### config.mk
export PLATFORM = sky130hd
export DESIGN_NAME = escaner_teclado
export DESIGN_NICKNAME = d
export VERILOG_FILES = /design/src/rtl/escaner_teclado.sv
export SDC_FILE = /design/constraint.sdc
export NUM_CORES = 1
export LEC_CHECK = 0
export BUFFER_PORTS_ARGS = -buffer_cell sky130_fd_sc_hd__buf_4
export CORE_MARGIN = 3
export CORE_UTILIZATION = 50
export DETAILED_ROUTE_END_ITERATION = 6
export GPL_ROUTABILITY_DRIVEN = 0
export PLACE_DENSITY = 0.68
export SETUP_SLACK_MARGIN = 0.3
export SLEW_MARGIN = 20
export SYNTH_ARGS = -nofsm -noshare
export SYNTH_HDL_FRONTEND = slang
export SYNTH_SLANG_ARGS = --single-unit
### constraint.sdc
create_clock -name clk -period 3.6 [get_ports clk]
set_input_delay 0.72 -clock clk [delete_from_list [all_inputs] [get_ports clk]]
set_output_delay 0.72 -clock clk [all_outputs]
set_load 0.01 [all_outputs]
### src/rtl/escaner_teclado.sv
// escaner_teclado: matrix-keypad scanner with full-scan debounce and single-cycle press events
module escaner_teclado #(
  parameter int ROWS = 4,
  parameter int COLS = 4,
  parameter int SCAN_DIV = 1000,
  parameter int DEBOUNCE = 4,
  parameter int MAPA = 1,
  localparam int CW = $clog2(ROWS * COLS),
  localparam int TW = (MAPA != 0) ? 4 : CW
) (
  input  logic            clk,
  input  logic            rst,
  input  logic [ROWS-1:0] filas_n,
  output logic [COLS-1:0] columnas_n,
  output logic [CW-1:0]   codigo,
  output logic [TW-1:0]   tecla,
  output logic            tecla_valida,
  output logic            tecla_presionada
);
  localparam int DW = $clog2(SCAN_DIV);
  localparam int LW = $clog2(COLS);
  localparam int NW = $clog2(DEBOUNCE + 1);
  localparam logic [1:0] IDLE = 2'd0;
  localparam logic [1:0] DEB  = 2'd1;
  localparam logic [1:0] PRES = 2'd2;
  localparam logic [1:0] REL  = 2'd3;
  logic [ROWS-1:0] s1_q, s2_q;
  logic [DW-1:0]   div_q;
  logic [LW-1:0]   col_q;
  logic [1:0]      acc_n_q, base_n, tot_n;
  logic [CW-1:0]   acc_k_q, base_k, tot_k, row_k;
  logic [3:0]      col_n;
  logic            sample, last_col, scan_end, one, none, accept;
  logic [1:0]      state_q, state_d;
  logic [NW-1:0]   cnt_q, cnt_d, cnt_inc;
  logic [CW-1:0]   cand_q, cand_d, codigo_q;
  logic [TW-1:0]   tecla_q, map_k;
  logic            valid_q;
  assign sample   = div_q == DW'(SCAN_DIV - 1);
  assign last_col = col_q == LW'(COLS - 1);
  assign scan_end = sample && last_col;
  assign columnas_n = ~(COLS'(1) << col_q);
  // per-column press count and lowest pressed row of the column being sampled
  always_comb begin
    col_n = '0;
    row_k = '0;
    for (int r = ROWS - 1; r >= 0; r--)
      if (!s2_q[r]) begin
        col_n = col_n + 4'd1;
        row_k = CW'(r * COLS) + CW'(col_q);
      end
  end
  // running scan result: 0 none, 1 exactly one key (acc_k_q), 2 multiple keys
  assign base_n = (col_q == '0) ? 2'd0 : acc_n_q;
  assign base_k = (col_q == '0) ? '0 : acc_k_q;
  assign tot_n  = (base_n == 2'd2 || col_n > 4'd1 || (base_n == 2'd1 && col_n == 4'd1)) ? 2'd2 : base_n | col_n[1:0];
  assign tot_k  = (base_n == 2'd0) ? row_k : base_k;
  assign one    = tot_n == 2'd1;
  assign none   = tot_n == 2'd0;
  assign cnt_inc = cnt_q + NW'(1);
  generate
    if (MAPA != 0) begin : g_map
      localparam logic [63:0] MAP = 64'hDF0EC987B654A321;
      assign map_k = MAP[{tot_k, 2'b00} +: 4];
    end else begin : g_raw
      assign map_k = tot_k;
    end
  endgenerate
  always_ff @(posedge clk or posedge rst)
    if (rst) begin
      s1_q    <= '1;
      s2_q    <= '1;
      div_q   <= '0;
      col_q   <= '0;
      acc_n_q <= '0;
      acc_k_q <= '0;
    end else begin
      s1_q  <= filas_n;
      s2_q  <= s1_q;
      div_q <= sample ? '0 : div_q + DW'(1);
      if (sample) begin
        col_q   <= last_col ? '0 : col_q + LW'(1);
        acc_n_q <= tot_n;
        acc_k_q <= tot_k;
      end
    end
  assign accept = scan_end && one &&
                  ((state_q == IDLE) ? (DEBOUNCE == 1)
                                     : (state_q == DEB && tot_k == cand_q && cnt_inc == NW'(DEBOUNCE)));
  always_comb begin
    state_d = state_q;
    cnt_d   = cnt_q;
    cand_d  = cand_q;
    if (scan_end)
      case (state_q)
        IDLE: if (one) begin
          state_d = (DEBOUNCE == 1) ? PRES : DEB;
          cnt_d   = NW'(1);
          cand_d  = tot_k;
        end
        DEB: if (!one) begin
          state_d = IDLE;
          cnt_d   = '0;
        end else if (tot_k != cand_q) begin
          cand_d = tot_k;
          cnt_d  = NW'(1);
        end else begin
          cnt_d   = cnt_inc;
          state_d = (cnt_inc == NW'(DEBOUNCE)) ? PRES : DEB;
        end
        PRES: if (none) begin
          state_d = (DEBOUNCE == 1) ? IDLE : REL;
          cnt_d   = (DEBOUNCE == 1) ? '0 : NW'(1);
        end
        REL: if (!none) state_d = PRES;
        else begin
          state_d = (cnt_inc == NW'(DEBOUNCE)) ? IDLE : REL;
          cnt_d   = (cnt_inc == NW'(DEBOUNCE)) ? '0 : cnt_inc;
        end
        default: state_d = IDLE;
      endcase
  end
  always_ff @(posedge clk or posedge rst)
    if (rst) begin
      state_q  <= IDLE;
      cnt_q    <= '0;
      cand_q   <= '0;
      codigo_q <= '0;
      tecla_q  <= '0;
      valid_q  <= 1'b0;
    end else begin
      state_q  <= state_d;
      cnt_q    <= cnt_d;
      cand_q   <= cand_d;
      codigo_q <= accept ? tot_k : codigo_q;
      tecla_q  <= accept ? map_k : tecla_q;
      valid_q  <= accept;
    end
  assign codigo           = codigo_q;
  assign tecla            = tecla_q;
  assign tecla_valida     = valid_q;
  assign tecla_presionada = state_q == PRES || state_q == REL;
endmodule
# After elaboration in Yosys (flattened, before gate mapping)
# Cells that the tools add are included.
[word_totals]
ff_bits = 44
output_inout_bits = 14
inputBits = 6
word_cells = 95
[op_classes]
n_bitwise = 2
muxes = 34
add_sub_neg = 9
magnitude_cmp = 1
n_eq_ne = 18
shifts = 2
n_reduce_logical = 17
[ops]
columns = ["op", "n"]
rows = [
  ["indexed part select 64 x 7 -> 4 bit (first input constant)", 1],
  ["2-to-1 mux 4 bit", 12],
  ["2-to-1 mux 2 bit", 10],
  ["2-to-1 mux 3 bit", 6],
  ["adder 4 x 1 -> 4 bit (second input constant)", 3],
  ["one-hot mux 3 bit (4 select lines)", 1],
  ["adder 10 x 1 -> 10 bit (second input constant)", 1],
  ["equality test 10 bit (second input constant)", 1],
  ["2-to-1 mux 10 bit", 1],
  ["equality test 2 bit (second input constant)", 4],
  ["zero test 2 bit", 4],
  ["inequality test 2 bit (second input constant)", 4],
  ["one-hot mux 2 bit (4 select lines)", 1],
  ["one-hot mux 4 bit (2 select lines)", 1],
  ["AND reduction 4 bit", 2],
  ["equality test 2 x 1 -> 1 bit (second input constant)", 3],
  ["logical AND 1 bit", 6],
  ["AND reduction 5 bit", 1],
  ["adder 3 x 2 -> 4 bit (first input constant)", 1],
  ["adder 3 x 3 -> 4 bit (first input constant)", 1],
  ["adder 4 x 2 -> 4 bit (first input constant)", 1],
  ["equality test 4 x 1 -> 1 bit (second input constant)", 1],
  ["equality test 4 bit", 1],
  ["> comparator 4 x 1 -> 1 bit (second input constant)", 1],
  ["other kinds (12)", 15],
]

# Logic depth before layout (Yosys ltp)
# Gate-level depths: netlist of the first run.
[logic_depth]
word_depth = 14
ltp_mapped = 13
depth_no_buf = 12

# Worst setup path after synthesis of the first run
# OpenSTA, ideal clock, no wires.
[synth_path]
kind = "register -> register"
startpoint = "register s2_q[2]"
endpoint = "register cand_q[0]"
n_path_buf = 1
path_stages_with_launch = 12
arrival_time_ns = 2.914
setup_ns = 0.125
setup_slack_ns = 0.561
path_cell_list = "dfstp_2 -> inv_1 -> ha_1 -> xnor2_1 -> ha_1 -> or3_1 -> a22oi_1 -> or2_1 -> buf_2 -> nand3_1 -> a211oi_2 -> mux2_2"
[synth_via]
elab_chain_len = 12
word_cells_on_any_way = 26
[synth_rtl]
columns = ["item", "line_no", "text"]
rows = [
  ["start: declaration", "27", "logic [ROWS-1:0] s1_q, s2_q;"],
  ["start signal: assignment", "79", "s2_q <= s1_q;"],
  ["2-to-1 mux 4 bit", "48", "if (!s2_q[r]) begin"],
  ["adder 4 x 1 -> 4 bit", "49", "col_n = col_n + 4'd1;"],
  ["2-to-1 mux 4 bit", "48", ""],
  ["adder 4 x 1 -> 4 bit", "49", ""],
  ["2-to-1 mux 4 bit", "48", ""],
  ["> comparator 4 x 1 -> 1 bit or equality test 4 x 1 -> 1 bit (tied branches)", "56", "assign tot_n = (base_n == 2'd2 || col_n > 4'd1 || (base_n == 2'd1 && col_n == 4'd1)) ? 2'd2 : base_n | col_n[1 ..."],
  ["logical OR 1 bit or logical AND 1 bit (tied branches)", "56", ""],
  ["logical OR 1 bit", "56", ""],
  ["2-to-1 mux 2 bit", "56", ""],
  ["equality test 2 x 1 -> 1 bit", "58", "assign one = tot_n == 2'd1;"],
  ["inequality test 2 bit (no line)", "-", ""],
  ["AND reduction 5 bit (no line)", "-", ""],
  ["end signal: assignment", "134", "cand_q <= cand_d;"],
  ["end: declaration", "36", "logic [CW-1:0] cand_q, cand_d, codigo_q;"],
]
# Parallel ways exist; a longest one is shown, timed or not. The select of a mux whose other input is x is not followed.
# A chain may end at the register's enable or synchronous reset.

# Worst setup path after layout of the first run
[layout_path]
startpoint = "register s2_q[2]"
endpoint = "register cnt_q[2]"
[layout_via]
elab_chain_len = 12
word_cells_on_any_way = 26
[layout_rtl]
columns = ["item", "line_no", "text"]
rows = [
  ["2-to-1 mux 4 bit", "48", ""],
  ["adder 4 x 1 -> 4 bit", "49", ""],
  ["2-to-1 mux 4 bit", "48", ""],
  ["adder 4 x 1 -> 4 bit", "49", ""],
  ["2-to-1 mux 4 bit", "48", ""],
  ["> comparator 4 x 1 -> 1 bit or equality test 4 x 1 -> 1 bit (tied branches)", "56", ""],
  ["logical OR 1 bit or logical AND 1 bit (tied branches)", "56", ""],
  ["logical OR 1 bit", "56", ""],
  ["2-to-1 mux 2 bit", "56", ""],
  ["equality test 2 x 1 -> 1 bit or zero test 2 bit (tied branches)", "58, 59", ""],
  ["2-to-1 mux 3 bit or inequality test 2 bit (tied branches)", "-", ""],
  ["one-hot mux 3 bit (4 select lines) or AND reduction 4 bit (tied branches)", "-", ""],
  ["end signal: assignment", "133", "cnt_q <= cnt_d;"],
  ["end: declaration", "35", "logic [NW-1:0] cnt_q, cnt_d, cnt_inc;"],
]
# Parallel ways exist; a longest one is shown, timed or not.

==> flow_metrics.py, run 1 <==
metrics = {
    "run_status": {
        "outcome": "completed",
    },
    "setup_path": {
        "reg2reg_to": "cnt_q[2]",
        "reg2reg_slack_ns": 0.46,
        "worst-path-max-fanout": 8,
        "worstSetupEndpointType": "flip-flop",
        "path_class": "flip-flop to flip-flop",
        "timing.rr.start": "s2_q[2]",
        "arrival_ns": 3.35,
        "r2r_cells": 10,
        "cp.required_ns": 3.82,
        "crit_path_start_kind": "flip-flop",
    },
    "final_layout": {
        "utilization_pct": 59.5,
        "drive_gt1_share_pct": 23.8,
        "num-nets-final": 291,
        "fillerInstances": 420,
        "finalNonFillerCells": 336,
        "n_antenna_cell": 0,
        "area_delta_synth_final_pct": 13.5,
    },
    "synth": {
        "yosysTopAreaCellShare_pct": 35.9,
        "synth-seq-cells": 44,
        "synth.area.top_cells": "dfrtp_1 (36%), ha_1 (8.5%), dfstp_2 (8.4%)",
        "ys_types": 50,
        "synth.net_count": 267,
        "synthFlopType": "dfrtp_1",
        "yosys_warnings": 0,
        "post-synth-top-count-cell": "dfrtp_1",
        "synth_commonest_cells": "dfrtp_1 (36), nor2_1 (19), inv_1 (18)",
        "synth-edff-count": 0,
        "synth.avg_cell_area_um2": 10.3,
        "syn_inst": 244,
        "ys_seq_area_share_pct": 44.3,
        "async_flop_share_pct": 100,
        "yosysTopAreaCell": "dfrtp_1",
        "synthesis.area_um2": 2510,
    },
    "route": {
        "m1WireLength_mm": 2.15,
        "drc_errors": 0,
        "first_pass_iters": 4,
        "dr_wl_met3_um": 183,
        "avgViaCountPerCell": 5.46,
        "finalWirelength_mm": 4.70,
        "routed.top_layer": "met4",
        "route.met2.wl_mm": 2.26,
        "num_vias": 1833,
        "postRouteAntennaNets": 0,
        "drtIter0Drc": 136,
        "wl_per_cell_um": 14.0,
    },
    "sta": {
        "slew_violations": 0,
        "whs_ns": 0.357,
        "worst_pin_slew_ns": 0.550,
        "fmax_mhz": 319,
        "setup_tns_ns": 0,
        "finalCritPeriodShare_pct": 87.1,
        "finalHoldViolations": 0,
        "relSlewSlack_pct": 63.3,
        "fin_worst_skew_ns": 0.00895,
        "min_period_ns": 3.14,
        "rsz0062_at_grt": "no",
        "finalSetupViolCount": 0,
    },
    "die": {
        "die_y_um": 76.8,
        "start_util_pct": 52.4,
        "fp.dieArea_um2": 5900,
        "fp.dieW_um": 76.8,
        "io_pins": 20,
        "core_um2": 4790,
        "std_cell_rows": 25,
    },
    "hold_path": {
        "hold_class": "flip-flop to flip-flop",
        "min_from": "s1_q[2]",
        "min_path_cells": 0,
        "hold-path-endpoint": "s2_q[2]",
    },
    "global_route": {
        "groute.usage.overall_pct": 17.4,
        "grt_overflow": 0,
        "grt_pass1_wl_mm": 8.25,
        "grt_start_max_net_pins": 45,
        "grt_antenna_before_repair": 0,
        "grt_pass1_vias": 1839,
    },
    "clock_tree": {
        "clk_latency_ns": 0.30,
        "root_buffer": "clkbuf_8",
        "ctsHtreeMaxLevel": 2,
        "clkTransAtPathRegs_ns": 0.08,
        "clock-sinks": 44,
        "tritoncts": "yes",
        "postCtsHoldBufs": 0,
        "clock_path_buffers": 2,
        "cts_setup_buffers": 0,
        "cts_buffers": 5,
    },
    "placement": {
        "dp_hpwl_mm": 3.37,
        "dp.cells": 328,
        "io_buffers": 19,
    },
    "power_and_ir_drop": {
        "powerDensity_nw_per_um2": 313,
        "p_leak_uw": 0.00131,
        "vdd_drop_max_uv": 265,
    },
    "flow_run": {
        "maxCapViolCount": 0,
    },
}
[what timing repair did]
item	CTS	global route
setup endpoints to repair	1	7
gates resized for setup	1	2
pin swaps	0	1
[kinds of logic (layout without fill, tap and decap cells)]
kind of cell	after synthesis	count (layout)	share of synthesized area (%)
AO/OA/AOI/OAI	48	48	12.9
XOR/XNOR	14	14	5.44
adder cells (fa/ha/maj)	17	17	8.48
buffers and inverters	26	51	4.04
flip-flops	44	44	44.3
multiplexers	18	18	8.08
AND/OR/NAND/NOR	77	77	16.7
[placed cells by master (no fill, tap or decap), types with 11 or more instances in the layout]
cell type / Yosys / final
ha_1: 17 / 17
nand2_1: 16 / 16
dfrtp_1: 36 / 36
nand3_1: 12 / 11
inv_1: 18 / 17
mux2_2: 14 / 14
nor2_1: 19 / 19
o21ai_0: 16 / 16
buf_4: 0 / 25
[state kept, by name (all words and copies together), names as in the netlist]
name,cells
acc_k_q,4
div_q,10
col_q,2
acc_n_q,2
codigo,4
tecla,4
cand_q,4
s1_q,4
tecla_valida,1
cnt_q,3
state_q,2
s2_q,4
[worst max-delay path by stage]
stage | depth (start not counted) | start | to
2_1_floorplan | 11 | s2_q[2] | cand_q[0]
3_3_place_gp | 10 | s2_q[2] | cand_q[1]
3_5_place_dp | 10 | s2_q[2] | cand_q[0]
4_1_cts | 10 | s2_q[2] | cand_q[0]
5_1_grt | 10 | s2_q[2] | cnt_q[2]
6_report | 10 | s2_q[2] | cnt_q[2]
[routing by layer]
| metal | vias to the layer above | track usage, % |
|---|---|---|
| met5 | - | 0 |
| met4 | 0 | 7.79 |
| met3 | 10 | 3.40 |
| met1 | 884 | 20.9 |
| met2 | 31 | 29.9 |
| li1 | 908 | - |
[worst max-delay path, cell delays in order, from the launching register on]
cell	delay [ns]
dfstp_2	0.57
inv_1	0.05
ha_1	0.35
xnor2_1	0.15
ha_1	0.30
or3_1	0.30
a22oi_1	0.25
or2_4	0.21
nand3_2	0.13
or4_1	0.54
o211ai_1	0.20
[per-stage QoR]
step | worst slack (ns) | total power (µW) | instance area [µm²]
after floorplan | 0.561 | 577 | 2510
after global placement | 0.413 | 595 | 2750
after CTS | 0.307 | 897 | 2840
after detailed placement | 0.307 | 596 | 2750
final | 0.464 | 891 | 2850
after global routing | 0.324 | 931 | 2850
[power breakdown]
part / total (µW) / internal [µW] / switching (µW)
sequential: 507 / 502 / 5.00
clock: 300 / 136 / 164
combinational: 84.0 / 33.1 / 50.9
total: 891 / 672 / 219
[final cells by class]
type | instances | area, µm² | area share, %
well taps | 67 | 83.8 | 2.95
multi-input cells | 174 | 1320 | 46.2
clock buffers | 7 | 76.3 | 2.68
clock inverters | 1 | 5.00 | 0.176
repair buffers | 25 | 188 | 6.59
flip-flops and latches | 44 | 1110 | 39.0
inverters | 18 | 67.6 | 2.37
Power figures use the tool's default switching activity.
==> inputs of run 2 (changes only) <==
--- a/config.mk
+++ b/config.mk
@@ -6,12 +6,13 @@
 export NUM_CORES = 1
 export LEC_CHECK = 0
 export BUFFER_PORTS_ARGS = -buffer_cell sky130_fd_sc_hd__buf_4
+export CORE_ASPECT_RATIO = 1.1
 export CORE_MARGIN = 3
 export CORE_UTILIZATION = 50
 export DETAILED_ROUTE_END_ITERATION = 6
 export GPL_ROUTABILITY_DRIVEN = 0
 export PLACE_DENSITY = 0.68
-export SETUP_SLACK_MARGIN = 0.3
+export SETUP_SLACK_MARGIN = 0.5
 export SLEW_MARGIN = 20
 export SYNTH_ARGS = -nofsm -noshare
 export SYNTH_HDL_FRONTEND = slang
==> run 2 against run 1 <==
  * Combinational power increased by 24%
  * Highest routed layer unchanged
  * Clock skew decreased by 0.00054 ns
  * Routed wire length increased by 1.3%
  * Register-to-register slack improved by 0.13 ns
  * Cell count decreased by 1.8%
==> flow_metrics.py, run 2 (synthesized netlist as in run 1, its figures left out) <==
metrics = {
    "sta": {
        "finalHoldViolations": 0,
        "setup_slack_ns": 0.595,
        "rsz0062_at_grt": "no",
        "relSlewSlack_pct": 56.8,
        "whs_ns": 0.358,
        "setup_tns_ns": 0,
        "finalSetupViolCount": 0,
        "finalCritPeriodShare_pct": 83.5,
        "min_period_ns": 3.01,
        "worst_pin_slew_ns": 0.643,
        "fmax_mhz": 333,
        "fin_worst_skew_ns": 0.00841,
        "slew_violations": 0,
    },
    "power_and_ir_drop": {
        "vdd_drop_max_uv": 240,
        "switching_share_pct": 25.7,
        "power_frac_seq_pct": 55.2,
        "finalPower_uw": 919,
        "p_switching_uw": 236,
        "powerDensity_nw_per_um2": 316,
        "internal-power_uw": 683,
        "power_frac_clock_pct": 33.6,
        "comb_power_share_pct": 11.3,
        "p_leak_uw": 0.00134,
    },
    "clock_tree": {
        "root_buffer": "clkbuf_8",
        "cts_buffers": 5,
        "clock_path_buffers": 2,
        "clkTransAtPathRegs_ns": 0.08,
        "ctsHtreeMaxLevel": 2,
        "clk_latency_ns": 0.30,
        "clock-sinks": 44,
        "tritoncts": "yes",
        "postCtsHoldBufs": 0,
    },
    "global_route": {
        "grt_pass1_wl_mm": 8.29,
        "groute.usage.overall_pct": 17.9,
        "grt_start_max_net_pins": 28,
        "grt_antenna_before_repair": 0,
        "grt_overflow": 0,
        "grt_pass1_vias": 1793,
    },
    "final_layout": {
        "fillerInstances": 393,
        "utilization_pct": 61.3,
        "layout_commonest_cell": "dfrtp_1",
        "n_antenna_cell": 0,
        "regMostFlops": "div_q",
        "num-nets-final": 296,
        "area_delta_synth_final_pct": 16.1,
        "largest_register_ffs": 10,
        "final_cell_mix": "dfrtp_1 (36), buf_4 (30), nor2_1 (19)",
        "drive_gt1_share_pct": 27.4,
    },
    "hold_path": {
        "hold_class": "flip-flop to flip-flop",
        "min_from": "s1_q[1]",
    },
    "setup_path": {
        "cpLargestDelayFamily": "compound AO/OA/AOI/OAI gates",
        "crit_slowest_cell": "dfstp_2",
        "startpoint": "s2_q[2]",
        "cp.required_ns": 3.79,
        "worstSetupEndpointType": "flip-flop",
        "timing.rr.start": "s2_q[2]",
        "path_cells": "inv_1, ha_4, xnor3_1, mux2i_1, o211a_1, a41oi_1, a21o_1, o31a_1",
        "worst-path-max-fanout": 7,
        "critPathBufInv": 1,
        "max_stage_delay_ns": 0.58,
        "path_class": "flip-flop to flip-flop",
        "crit_path_start_kind": "flip-flop",
        "arrival_ns": 3.20,
    },
    "die": {
        "fp.dieArea_um2": 5900,
        "std_cell_rows": 26,
        "fp.dieW_um": 73.5,
        "core_um2": 4750,
        "start_util_pct": 52.8,
        "die_y_um": 80.3,
        "io_pins": 20,
    },
    "route": {
        "num_vias": 1830,
        "wl_per_cell_um": 14.4,
        "postRouteAntennaNets": 0,
        "drc_errors": 0,
        "avgViaCountPerCell": 5.55,
        "drtIter0Drc": 87,
        "finalWirelength_mm": 4.76,
        "first_pass_iters": 4,
    },
    "placement": {
        "io_buffers": 19,
        "dp_slack_ns": 0.334,
        "dp_hpwl_mm": 3.34,
    },
    "flow_run": {
        "maxCapViolCount": 0,
    },
    "run_status": {
        "outcome": "completed",
    },
}
==> run 2: final cells by class <==
class / count / area [µm²] / area share [%]
timing repair buffer: 30 / 225 / 7.74
sequential: 44 / 1110 / 38.2
clock buffer: 5 / 68.8 / 2.36
tap: 56 / 70.1 / 2.41
clock inverter: 3 / 18.8 / 0.645
inverter: 18 / 67.6 / 2.32
multi-input combinational: 174 / 1350 / 46.3
==> run 2: final timing paths <==
check                                end  slack (ns)  cells past startpoint
worst max-delay path            cnt_q[0]        0.59                      8
worst min-delay path             s2_q[1]        0.36                      0
worst max register to register  cnt_q[0]        0.59                      8
worst min register to register   s2_q[1]        0.36                      0
max in group asynchronous        s2_q[0]        2.42                      3
min in group asynchronous       col_q[0]        0.42                      2
==> run 2: repair_timing <==
item / CTS / global route
buffers inserted: 0 / 6
pin swaps: 2 / 4
resized for setup: 5 / 3
setup endpoints to repair: 6 / 15
==> run 2: metrics by stage <==
stage               instance area [µm²]  instances
finish                             2910        330
global route                       2910        330
CTS                                2840        324
detailed placement                 2730        316
global placement                   2730        316
floorplan                          2510        244
==> run 2: power by group through the flow <==
stage               clock, µW  sequential, µW  combinational [µW]
CTS                       321             507                86.3
global route              337             508                 113
global placement            0             516                78.3
floorplan                   0             513                64.2
detailed placement          0             517                79.7
finish                    308             507                 104
==> run 2: layer usage <==
metal / wire (µm) / share of wire, % / vias up / track usage [%]
met5: 0 / 0 / - / 0
met4: 94 / 2.0 / 0 / 7.25
met3: 164 / 3.4 / 9 / 3.50
met2: 2250 / 47 / 31 / 27.6
met1: 2250 / 47 / 864 / 24.4
li1: - / - / 926 / -
==> inputs of run 3 (changes only) <==
--- a/config.mk
+++ b/config.mk
@@ -5,13 +5,14 @@
 export SDC_FILE = /design/constraint.sdc
 export NUM_CORES = 1
 export LEC_CHECK = 0
+export ABC_AREA = 1
 export BUFFER_PORTS_ARGS = -buffer_cell sky130_fd_sc_hd__buf_4
 export CORE_ASPECT_RATIO = 1.1
 export CORE_MARGIN = 3
 export CORE_UTILIZATION = 50
 export DETAILED_ROUTE_END_ITERATION = 6
 export GPL_ROUTABILITY_DRIVEN = 0
-export PLACE_DENSITY = 0.68
+export PLACE_DENSITY = 0.71
 export SETUP_SLACK_MARGIN = 0.5
 export SLEW_MARGIN = 20
 export SYNTH_ARGS = -nofsm -noshare
==> constraint.sdc (replaced) <==
create_clock -name clk -period 2.5 [get_ports clk]
set_input_delay 0.5 -clock clk [delete_from_list [all_inputs] [get_ports clk]]
set_output_delay 0.5 -clock clk [all_outputs]
set_load 0.01 [all_outputs]
==> run 3 against run 2 <==
  * Combinational power up 54%
  * Clock skew down 0.0011 ns
  * Critical path depth up 9
  * Area after synthesis up 11%
  * Cell count up 43%
  * First-iteration DRC count down 8.0%
  * Worst setup slack worse by 0.52 ns
  * Worst hold slack worse by 0.16 ns
  * Utilization up 3.2 points
  * Global-route usage up 1.2 points
  * Sequential power up 44%
  * Critical path type unchanged
==> flow_metrics.py, run 3 <==
metrics = {
    "global_route": {
        "grt_pass1_vias": 2305,
        "grt_overflow": 0,
        "grt_start_max_net_pins": 29,
        "grt_pass1_wl_mm": 10.2,
        "grt_antenna_before_repair": 0,
        "groute.usage.overall_pct": 19.1,
    },
    "sta": {
        "finalSetupViolCount": 0,
        "finalHoldViolations": 0,
        "fmax_mhz": 412,
        "setup_slack_ns": 0.0712,
        "finalCritPeriodShare_pct": 97.2,
        "min_period_ns": 2.43,
        "relSlewSlack_pct": 60.5,
        "rsz0062_at_grt": "yes",
        "slew_violations": 0,
        "fin_worst_skew_ns": 0.00734,
        "worst_pin_slew_ns": 0.588,
    },
    "setup_path": {
        "worst-path-max-fanout": 7,
        "worstSetupEndpointType": "flip-flop",
        "reg2reg_slack_ns": 0.07,
        "r2r_cells": 17,
        "timing.rr.start": "s2_q[2]",
        "arrival_ns": 2.62,
        "reg2reg_to": "codigo[2]",
        "startpoint": "s2_q[2]",
        "cp.required_ns": 2.69,
        "crit_path_start_kind": "flip-flop",
        "path_class": "flip-flop to flip-flop",
    },
    "synth": {
        "yosysTopAreaCellShare_pct": 32.4,
        "synthesis.area_um2": 2780,
        "yosys_warnings": 0,
        "synth-edff-count": 0,
        "synth-seq-cells": 44,
        "post-synth-top-count-cell": "nand2_1",
        "synth.avg_cell_area_um2": 7.73,
        "ys_seq_area_share_pct": 39.9,
        "yosysTopAreaCell": "dfrtp_1",
        "synth_commonest_cells": "nand2_1 (92), inv_1 (45), dfrtp_1 (36)",
        "synthFlopType": "dfrtp_1",
        "synth.area.top_cells": "dfrtp_1 (32%), nand2_1 (12%), ha_1 (7.6%)",
        "synth.net_count": 383,
        "syn_inst": 360,
        "ys_types": 35,
        "async_flop_share_pct": 100,
    },
    "final_layout": {
        "regMostFlops": "div_q",
        "n_antenna_cell": 0,
        "largest_register_ffs": 10,
        "drive_gt1_share_pct": 32.4,
        "final_cell_mix": "nand2_1 (79), inv_1 (36), dfrtp_1 (36), buf_4 (36)",
        "layout_commonest_cell": "nand2_1",
        "num-nets-final": 423,
        "area_delta_synth_final_pct": 20.6,
        "finalNonFillerCells": 473,
    },
    "route": {
        "finalWirelength_mm": 5.78,
        "wl_per_cell_um": 12.2,
        "drc_errors": 0,
        "avgViaCountPerCell": 4.94,
        "num_vias": 2338,
        "first_pass_iters": 4,
        "postRouteAntennaNets": 0,
        "drtIter0Drc": 80,
    },
    "power_and_ir_drop": {
        "finalPower_uw": 1360,
        "p_leak_uw": 0.00170,
        "vdd_drop_max_uv": 265,
        "powerDensity_nw_per_um2": 405,
    },
    "die": {
        "fp.dieW_um": 77.1,
        "die_y_um": 84.2,
        "io_pins": 20,
        "std_cell_rows": 27,
        "core_um2": 5200,
        "start_util_pct": 53.5,
        "fp.dieArea_um2": 6500,
    },
    "clock_tree": {
        "clock-sinks": 44,
        "cts_buffers": 5,
        "clock_path_buffers": 2,
        "tritoncts": "yes",
        "clkTransAtPathRegs_ns": 0.08,
        "root_buffer": "clkbuf_8",
        "ctsHtreeMaxLevel": 2,
        "clk_latency_ns": 0.30,
    },
    "run_status": {
        "outcome": "completed",
    },
    "placement": {
        "dp_hpwl_mm": 4.17,
        "io_buffers": 19,
        "dp_slack_ns": 0.0608,
        "dp.cells": 450,
    },
    "flow_run": {
        "maxCapViolCount": 0,
    },
    "hold_path": {
        "hold_class": "input port to asynchronous set/reset pin",
    },
}
## run 3: cell types whose count changed in the layout (fill, tap and decap cells not counted), sizes merged, moves of 5 or more
| cell | delta |
|---|---|
| nand2 | +96 |
| inv | +32 |
| nand3 | +20 |
| nor2 | +20 |
| mux2 | -15 |
| o21ai | +8 |
| xor2 | -7 |
| buf | +6 |
| xnor2 | -5 |
## run 3: cell families (layout without fill, tap and decap cells)
group	Yosys count	in the layout	share of synthesized area [%]
AOI/OAI and AO/OA	40	40	8.77
xor gates and xnor gates	1	1	0.315
adders and majority gates	17	17	7.65
buffers and inverters	56	96	8.01
DFF	44	44	39.9
and+or+nand+nor	202	203	35.3
## run 3: area by class of cell
type                            instances  area [µm²]
Clock buffer                            7        86.3
Clock inverter                          1        7.51
Fill cell                             473        1850
Inverter                               52         204
Multi-Input combinational cell        261        1580
Sequential cell                        44        1110
Tap cell                               72        90.1
Timing Repair Buffer                   36         270
## run 3: what timing repair did
item	4_1_cts	5_1_grt
gates resized for setup	8	20
setup endpoints to repair	19	20
buffers inserted	8	6
hold endpoints to repair	0	0
hold buffers	0	0
gates cloned	1	0
pin swaps	7	13
## run 3: how the worst max path moves through the flow
stage,end,slack [ns]
2_1_floorplan,tecla[3],0.21
3_3_place_gp,codigo[1],0.11
6_report,codigo[2],0.07
5_1_grt,cnt_q[0],-0.07
3_5_place_dp,codigo[2],0.06
4_1_cts,cnt_q[0],0.10
## run 3: power by group
| part | internal (µW) | leakage, µW | total, µW | switching (µW) |
|---|---|---|---|---|
| sequential | 723 | 0.000573 | 730 | 6.60 |
| combinational | 64.4 | 0.00108 | 160 | 96.0 |
| clock | 225 | 0.0000445 | 466 | 242 |
## run 3: layer usage
metal  vias to the layer above  GRT usage [%]  wire length, µm
li1                       1223              -                -
met1                      1087           24.4             2770
met2                        21           33.8             2840
met3                         7           3.00              107
met4                         0           4.85               67
met5                         -              0                0
## run 3: metrics by stage
stage / setup TNS, ns / utilization (%) / instance area, µm² / hold WS, ns
6_report: 0 / 64.5 / 3350 / 0.194
5_1_grt: -0.676 / 64.5 / 3350 / 0.212
4_1_cts: 0 / 62.4 / 3250 / 0.203
3_5_place_dp: 0 / 58.8 / 3060 / 0.347
3_3_place_gp: 0 / 58.8 / 3060 / 0.346
2_1_floorplan: 0 / - / 2830 / 0.345
## run 3: critical path, stage by stage (launching register included)
cell and delay, ns:
dfstp_2 0.57, inv_2 0.05, ha_4 0.27, inv_2 0.03
nand2_2 0.05, nand2_2 0.06, inv_2 0.06, ha_4 0.19
nand2_2 0.06, nand2_1 0.04, nor2_1 0.09, nand2_1 0.07
nor2_2 0.09, nand4_1 0.19, nor2_4 0.24, nand2_4 0.12
nand2_2 0.09, o21ai_2 0.05
